$ cat src/rtl/stream_dest_router.sv
// stream_dest_router: steers one AXI-Stream-style input onto one of M_DATA_COUNT
// outputs selected by TDEST. The route is captured on the first beat of a packet
// and held until TLAST. A single output register holds one beat in flight and
// reloads on the same edge it is popped, so a ready lane sees full throughput.
// Optional feature macro: STREAM_ROUTER_DROP_BAD_DEST_EN
//   defined   - packets whose first-beat dest is out of range are discarded and
//               counted in err_cnt_o (saturating at 255).
//   undefined - out-of-range dest clamps to the highest lane; err_cnt_o is 0.
module stream_dest_router #(
  parameter int T_DATA_WIDTH = 8,
  parameter int S_DATA_COUNT = 5,
  parameter int M_DATA_COUNT = 3,
  parameter int T_ID___WIDTH = $clog2(S_DATA_COUNT),
  parameter int T_DEST_WIDTH = $clog2(M_DATA_COUNT)
) (
  input  logic                               clk,
  input  logic                               rst_n,
  input  logic [T_DATA_WIDTH-1:0]            s_data_i,
  input  logic                               s_valid_i,
  output logic                               s_ready_o,
  input  logic                               s_last_i,
  input  logic [T_ID___WIDTH-1:0]            s_id_i,
  input  logic [T_DEST_WIDTH-1:0]            s_dest_i,
  output logic [M_DATA_COUNT*T_DATA_WIDTH-1:0] m_data_o,
  output logic [M_DATA_COUNT-1:0]            m_valid_o,
  input  logic [M_DATA_COUNT-1:0]            m_ready_i,
  output logic [M_DATA_COUNT-1:0]            m_last_o,
  output logic [M_DATA_COUNT*T_ID___WIDTH-1:0] m_id_o,
  output logic [7:0]                         err_cnt_o
);

  // One bit wider than the dest field so the lane count itself is representable.
  localparam logic [T_DEST_WIDTH:0]   DEST_LIMIT = (T_DEST_WIDTH+1)'(M_DATA_COUNT);
  localparam logic [T_DEST_WIDTH-1:0] DEST_MAX   = T_DEST_WIDTH'(M_DATA_COUNT - 1);

  typedef enum logic [1:0] {
    ST_IDLE = 2'd0,
    ST_PKT  = 2'd1,
    ST_DROP = 2'd2
  } state_t;

  state_t                  state_r;
  logic [T_DEST_WIDTH-1:0] route_r;
  logic                    out_valid_r;
  logic [T_DATA_WIDTH-1:0] out_data_r;
  logic                    out_last_r;
  logic [T_ID___WIDTH-1:0] out_id_r;
  logic [T_DEST_WIDTH-1:0] out_dest_r;
`ifdef STREAM_ROUTER_DROP_BAD_DEST_EN
  logic [7:0]              err_cnt_r;
`endif

  logic                    dest_ok_s;
  logic [T_DEST_WIDTH-1:0] first_dest_s;
  logic [T_DEST_WIDTH-1:0] beat_dest_s;
  logic                    pop_s;
  logic                    ready_s;
  logic                    accept_s;
  logic                    drop_s;
  logic                    load_s;

  // Handshake decode: route selection for the current beat, pop/accept/drop qualifiers.
  always_comb begin
    dest_ok_s = ({1'b0, s_dest_i} < DEST_LIMIT);
    if (dest_ok_s) begin
      first_dest_s = s_dest_i;
    end else begin
      first_dest_s = DEST_MAX;
    end
    if (state_r == ST_IDLE) begin
      beat_dest_s = first_dest_s;
    end else begin
      beat_dest_s = route_r;
    end
    // Only the lane currently holding the beat can stall the input.
    pop_s = out_valid_r && m_ready_i[out_dest_r];
`ifdef STREAM_ROUTER_DROP_BAD_DEST_EN
    if (state_r == ST_DROP) begin
      ready_s = 1'b1;
    end else begin
      ready_s = !out_valid_r || pop_s;
    end
    accept_s = s_valid_i && ready_s;
    if (state_r == ST_DROP) begin
      drop_s = accept_s;
    end else if (state_r == ST_IDLE) begin
      drop_s = accept_s && !dest_ok_s;
    end else begin
      drop_s = 1'b0;
    end
`else
    ready_s  = !out_valid_r || pop_s;
    accept_s = s_valid_i && ready_s;
    drop_s   = 1'b0;
`endif
    load_s = accept_s && !drop_s;
  end

  // Packet framing FSM: latches the route on the first beat, releases it on TLAST.
  always_ff @(posedge clk or negedge rst_n) begin
    if (!rst_n) begin
      state_r <= ST_IDLE;
      route_r <= '0;
`ifdef STREAM_ROUTER_DROP_BAD_DEST_EN
      err_cnt_r <= 8'd0;
`endif
    end else begin
      case (state_r)
        ST_IDLE: begin
          if (accept_s) begin
`ifdef STREAM_ROUTER_DROP_BAD_DEST_EN
            if (drop_s) begin
              if (err_cnt_r != 8'd255) begin
                err_cnt_r <= err_cnt_r + 8'd1;
              end
              state_r <= s_last_i ? ST_IDLE : ST_DROP;
            end else begin
              route_r <= first_dest_s;
              state_r <= s_last_i ? ST_IDLE : ST_PKT;
            end
`else
            route_r <= first_dest_s;
            state_r <= s_last_i ? ST_IDLE : ST_PKT;
`endif
          end
        end
        ST_PKT: begin
          if (accept_s && s_last_i) begin
            state_r <= ST_IDLE;
          end
        end
        ST_DROP: begin
`ifdef STREAM_ROUTER_DROP_BAD_DEST_EN
          if (accept_s && s_last_i) begin
            state_r <= ST_IDLE;
          end
`else
          state_r <= ST_IDLE;
`endif
        end
        default: state_r <= ST_IDLE;
      endcase
    end
  end

  // Output register: load on accept, clear on pop without reload, otherwise hold.
  always_ff @(posedge clk or negedge rst_n) begin
    if (!rst_n) begin
      out_valid_r <= 1'b0;
      out_data_r  <= '0;
      out_last_r  <= 1'b0;
      out_id_r    <= '0;
      out_dest_r  <= '0;
    end else if (load_s) begin
      out_valid_r <= 1'b1;
      out_data_r  <= s_data_i;
      out_last_r  <= s_last_i;
      out_id_r    <= s_id_i;
      out_dest_r  <= beat_dest_s;
    end else if (pop_s) begin
      out_valid_r <= 1'b0;
    end
  end

  // Lane valid decode from the registered destination.
  always_comb begin
    m_valid_o = '0;
    for (int k = 0; k < M_DATA_COUNT; k++) begin
      m_valid_o[k] = out_valid_r && (out_dest_r == T_DEST_WIDTH'(k));
    end
  end

  assign s_ready_o = ready_s;
  assign m_data_o  = {M_DATA_COUNT{out_data_r}};
  assign m_last_o  = {M_DATA_COUNT{out_last_r}};
  assign m_id_o    = {M_DATA_COUNT{out_id_r}};
`ifdef STREAM_ROUTER_DROP_BAD_DEST_EN
  assign err_cnt_o = err_cnt_r;
`else
  assign err_cnt_o = 8'd0;
`endif

endmodule

$ cat config.mk
export PLATFORM = sky130hd
export DESIGN_NAME = stream_dest_router
export DESIGN_NICKNAME = d
export VERILOG_FILES = /design/src/rtl/stream_dest_router.sv
export SDC_FILE = /design/constraint.sdc
export NUM_CORES = 1
export LEC_CHECK = 0
export ABC_AREA = 1
export CORE_UTILIZATION = 25
export DETAILED_ROUTE_END_ITERATION = 10
export PLACE_DENSITY = 0.55
export SETUP_SLACK_MARGIN = 0.4
export SYNTH_ARGS = -nofsm -noshare
export SYNTH_HDL_FRONTEND = slang
export SYNTH_SLANG_ARGS = --single-unit
export TNS_END_PERCENT = 20
$ cat constraint.sdc
create_clock -name clk -period 1.95 [get_ports clk]
set_input_delay 0.2925 -clock clk [delete_from_list [all_inputs] [get_ports clk]]
set_output_delay 0.2925 -clock clk [all_outputs]
set_load 0.02 [all_outputs]
==> flow_results.xml <==
<?xml version="1.0" encoding="UTF-8"?>
<metrics>
  <group name="power_and_ir_drop">
    <metric name="comb_power_share" unit="">0.642</metric>
    <metric name="power_density" unit="mW/mm2">1810</metric>
    <metric name="internal_power" unit="mW">1.55</metric>
    <metric name="power.sequential.fraction" unit="">0.253</metric>
    <metric name="clock_power_share" unit="">0.106</metric>
    <metric name="p_sw" unit="mW">1.31</metric>
    <metric name="power.static_leakage" unit="nW">0.839</metric>
    <metric name="largest_voltage_drop_on_the_vdd_net" unit="mV">0.515</metric>
    <metric name="switching_share" unit="">0.458</metric>
  </group>
  <group name="floorplanning">
    <metric name="fp.dieArea" unit="mm2">0.00460</metric>
    <metric name="core_area" unit="mm2">0.00409</metric>
    <metric name="die_w" unit="um">67.8</metric>
    <metric name="initial_utilization" unit="">0.265</metric>
    <metric name="io_pins" unit="">68</metric>
    <metric name="die-height" unit="um">67.8</metric>
    <metric name="row_count" unit="">23</metric>
  </group>
  <group name="synth">
    <metric name="synth.cell_area" unit="mm2">0.00108</metric>
    <metric name="synth.distinct_cells" unit="">16</metric>
    <metric name="yosysWarnings" unit="">0</metric>
    <metric name="avgSynthCellArea" unit="um2">8.27</metric>
    <metric name="share_of_the_synthesized_area_in_the_top_cell_type" unit="">0.416</metric>
    <metric name="syn_inst" unit="">131</metric>
    <metric name="synth_most_common_cell" unit="">sky130_fd_sc_hd__nand2_1</metric>
    <metric name="ys_seq_elements" unit="">18</metric>
    <metric name="synth.largest_area_cell" unit="">sky130_fd_sc_hd__dfrtp_1</metric>
    <metric name="yosys-top-cells-area" unit="">sky130_fd_sc_hd__dfrtp_1 42%, sky130_fd_sc_hd__buf_4 24%, sky130_fd_sc_hd__nand2_1 14%</metric>
    <metric name="yosys_most_used_dff" unit="">sky130_fd_sc_hd__dfrtp_1</metric>
    <metric name="synth_edf_count" unit="">0</metric>
    <metric name="post_synth_most_frequent_cells" unit="">40 x sky130_fd_sc_hd__nand2_1, 34 x sky130_fd_sc_hd__buf_4, 18 x sky130_fd_sc_hd__dfrtp_1</metric>
    <metric name="synth.yosys.seq_area_share" unit="">0.416</metric>
    <metric name="ys_async_sr_fraction" unit="">1.00</metric>
  </group>
  <group name="detailed_routing">
    <metric name="firstDrtPassIters" unit="">3</metric>
    <metric name="ant_nets" unit="">0</metric>
    <metric name="drt-total-wl" unit="mm">2.40</metric>
    <metric name="routed_wire_length_per_instance" unit="um">11.0</metric>
    <metric name="vias_per_cell" unit="">4.13</metric>
    <metric name="route.vias.total" unit="">901</metric>
    <metric name="drt_drc_violations_left" unit="">0</metric>
    <metric name="drt_iter0_drc" unit="">21</metric>
  </group>
  <group name="min_path">
    <metric name="min-delay-path-class" unit="">input pin to async pin</metric>
  </group>
  <group name="timing">
    <metric name="finalSetupViolations" unit="">0</metric>
    <metric name="rsz_0062_raised_after_global_routing" unit="">true</metric>
    <metric name="timing_max_transition_violations_final" unit="">0</metric>
    <metric name="max_freq" unit="MHz">642</metric>
    <metric name="fin_setup_tns" unit="ps">0</metric>
    <metric name="finalWorstPathRequiredPeriod" unit="ps">1560</metric>
    <metric name="clock_skew" unit="ps">6.60</metric>
    <metric name="timing.final.hold_violations" unit="">0</metric>
    <metric name="final.period_utilization" unit="">0.799</metric>
  </group>
  <group name="outcome">
    <metric name="run_status" unit="">finished clean</metric>
  </group>
  <group name="run">
    <metric name="cap_violations" unit="">0</metric>
  </group>
  <group name="setup_path">
    <metric name="crit_family" unit="">buffers and inverters</metric>
    <metric name="buffering_stage_count_on_the_worst_path_with_inverters_included" unit="">1</metric>
    <metric name="setup.worst_path.start_class" unit="">flop</metric>
    <metric name="crit_path_cell_trace" unit="">clkdlybuf4s50_1</metric>
    <metric name="r2r_start" unit="">out_dest_r[0]</metric>
    <metric name="worst-path-max-fanout" unit="">4</metric>
    <metric name="required" unit="ps">1660</metric>
    <metric name="critical_path.endpoint_type" unit="">primary output</metric>
    <metric name="cp_slowest_cell" unit="">sky130_fd_sc_hd__clkdlybuf4s50_1</metric>
    <metric name="critical_path_launch_point" unit="">out_id_r[2]</metric>
    <metric name="timing.setup.critical_path_class" unit="">flop to primary output</metric>
    <metric name="maximum_single_stage_delay_on_the_critical_path" unit="ps">630</metric>
    <metric name="cp_data_arrival_time" unit="ps">1270</metric>
  </group>
  <group name="clock_network">
    <metric name="number_of_buffers_between_clock_root_and_the_deepest_sink" unit="">2</metric>
    <metric name="cts.root.buffer_cell" unit="">sky130_fd_sc_hd__clkbuf_8</metric>
    <metric name="clk_transition_reported_paths" unit="ps">70</metric>
    <metric name="cts_htree_levels" unit="">1</metric>
    <metric name="cts_tree" unit="">built</metric>
    <metric name="cts_resized" unit="">14</metric>
    <metric name="cts_setup_buffers" unit="">0</metric>
    <metric name="hold_buffers" unit="">0</metric>
    <metric name="clock-sinks" unit="">18</metric>
    <metric name="number_of_buffers_created_by_cts" unit="">3</metric>
    <metric name="clock_latency" unit="ps">250</metric>
  </group>
  <group name="placement">
    <metric name="routabilityCongestion" unit="">0.669</metric>
    <metric name="port-buffer-count" unit="">59</metric>
    <metric name="hpwlAfterDp" unit="mm">1.88</metric>
    <metric name="placed_area" unit="mm2">0.00152</metric>
  </group>
  <group name="global_routing">
    <metric name="first_global_vias" unit="">836</metric>
    <metric name="global_route_wire_length_before_repair" unit="mm">3.75</metric>
    <metric name="global_route.usage.total" unit="">0.113</metric>
    <metric name="grt_antenna_before_repair" unit="">0</metric>
    <metric name="gr-total-overflow" unit="">0</metric>
    <metric name="largest_net_degree_at_the_start_of_global_routing" unit="">19</metric>
  </group>
  <group name="layout">
    <metric name="area.growth.synth_to_final" unit="%">46.5</metric>
    <metric name="nets" unit="">189</metric>
    <metric name="ant_diodes" unit="">0</metric>
    <metric name="layout-drive-gt1-share" unit="">0.0952</metric>
    <metric name="postLayoutCellArea" unit="mm2">0.00159</metric>
  </group>
</metrics>
-- path summary, 6_finish.rpt --
| path | end | slack, ps | cells after the start |
|---|---|---|---|
| worst max register to register | out_dest_r[1] | 570 | 9 |
| max in group asynchronous | out_data_r[1] | 1380 | 2 |
| worst max-delay path | m_id_o[2] | 390 | 1 |
| min in group clk | route_r[1] | 490 | 2 |
| worst min register to register | route_r[1] | 490 | 2 |
| worst min-delay path | out_data_r[4] | 370 | 2 |
-- cell type report --
type                    instances  area, um2
repair buffers                 63        637
well taps                      50       62.6
clock buffers                   4       55.1
inverters                       8       30.0
multi-input cells              75        353
fillers                       428       2500
flip-flops and latches         18        450
-- cells in the final DEF, fill, tap and decap left out --
| cell type | count |
|---|---|
| sky130_fd_sc_hd__clkbuf_8 | 4 |
| sky130_fd_sc_hd__dlymetal6s2s_1 | 7 |
| sky130_fd_sc_hd__dlygate4sd2_1 | 5 |
| sky130_fd_sc_hd__buf_8 | 1 |
| sky130_fd_sc_hd__clkdlybuf4s15_2 | 2 |
| sky130_fd_sc_hd__o21ai_0 | 2 |
| sky130_fd_sc_hd__nor3_1 | 3 |
| sky130_fd_sc_hd__clkbuf_2 | 1 |
| sky130_fd_sc_hd__inv_1 | 6 |
| sky130_fd_sc_hd__dfrtp_1 | 18 |
| sky130_fd_sc_hd__inv_2 | 2 |
| sky130_fd_sc_hd__nand2_8 | 2 |
| sky130_fd_sc_hd__nand2_4 | 1 |
| sky130_fd_sc_hd__nand3_1 | 15 |
| sky130_fd_sc_hd__nor2_1 | 1 |
| sky130_fd_sc_hd__nand4_1 | 2 |
| sky130_fd_sc_hd__nand2_1 | 40 |
| sky130_fd_sc_hd__a21oi_1 | 1 |
| sky130_fd_sc_hd__clkdlybuf4s50_1 | 44 |
| sky130_fd_sc_hd__buf_4 | 3 |
| sky130_fd_sc_hd__conb_1 | 8 |
-- layer usage --
metal  vias to the layer above  global-route usage  wire length [um]
met5                         -                   0                 0
met3                         4              0.0150               101
li1                        439                   -                 -
met1                       426               0.114               891
met2                        32               0.218              1360
met4                         0              0.0651                49
-- per-stage QoR --
stage / total power, mW / worst slack [ps] / utilization / hold WS (ps) / cells
after floorplan: 2.06 / 694 / - / -3.09 / 138
final: 2.87 / 391 / 0.389 / 372 / 218
after global placement: 2.61 / 9.08 / 0.371 / 454 / 214
after CTS: 2.91 / 246 / 0.383 / 380 / 218
after detailed placement: 2.66 / -11.0 / 0.371 / 478 / 214
after global routing: 3.09 / 323 / 0.389 / 400 / 218
-- registers in the layout, indices dropped and copies added, names as in the netlist --
register	flops
out_data_r	8
route_r	2
out_dest_r	2
out_valid_r	1
out_id_r	3
out_last_r	1
state_r	1
-- power by group through the flow --
stage	Clock, mW	Sequential, mW	Combinational, mW
2_1_floorplan	0	0.845	1.22
5_1_grt	0.332	0.766	1.99
4_1_cts	0.315	0.735	1.86
3_5_place_dp	0	0.742	1.91
6_report	0.303	0.724	1.84
3_3_place_gp	0	0.722	1.89
-- logic make-up after synthesis --
group / after synthesis / share of synthesized area
and+or+nand+nor: 64 / 0.284
other: 1 / 0.00346
buffers and inverters: 45 / 0.283
DFF: 18 / 0.416
AOI/OAI and AO/OA: 3 / 0.0139
(Power assumes the default switching activity.)
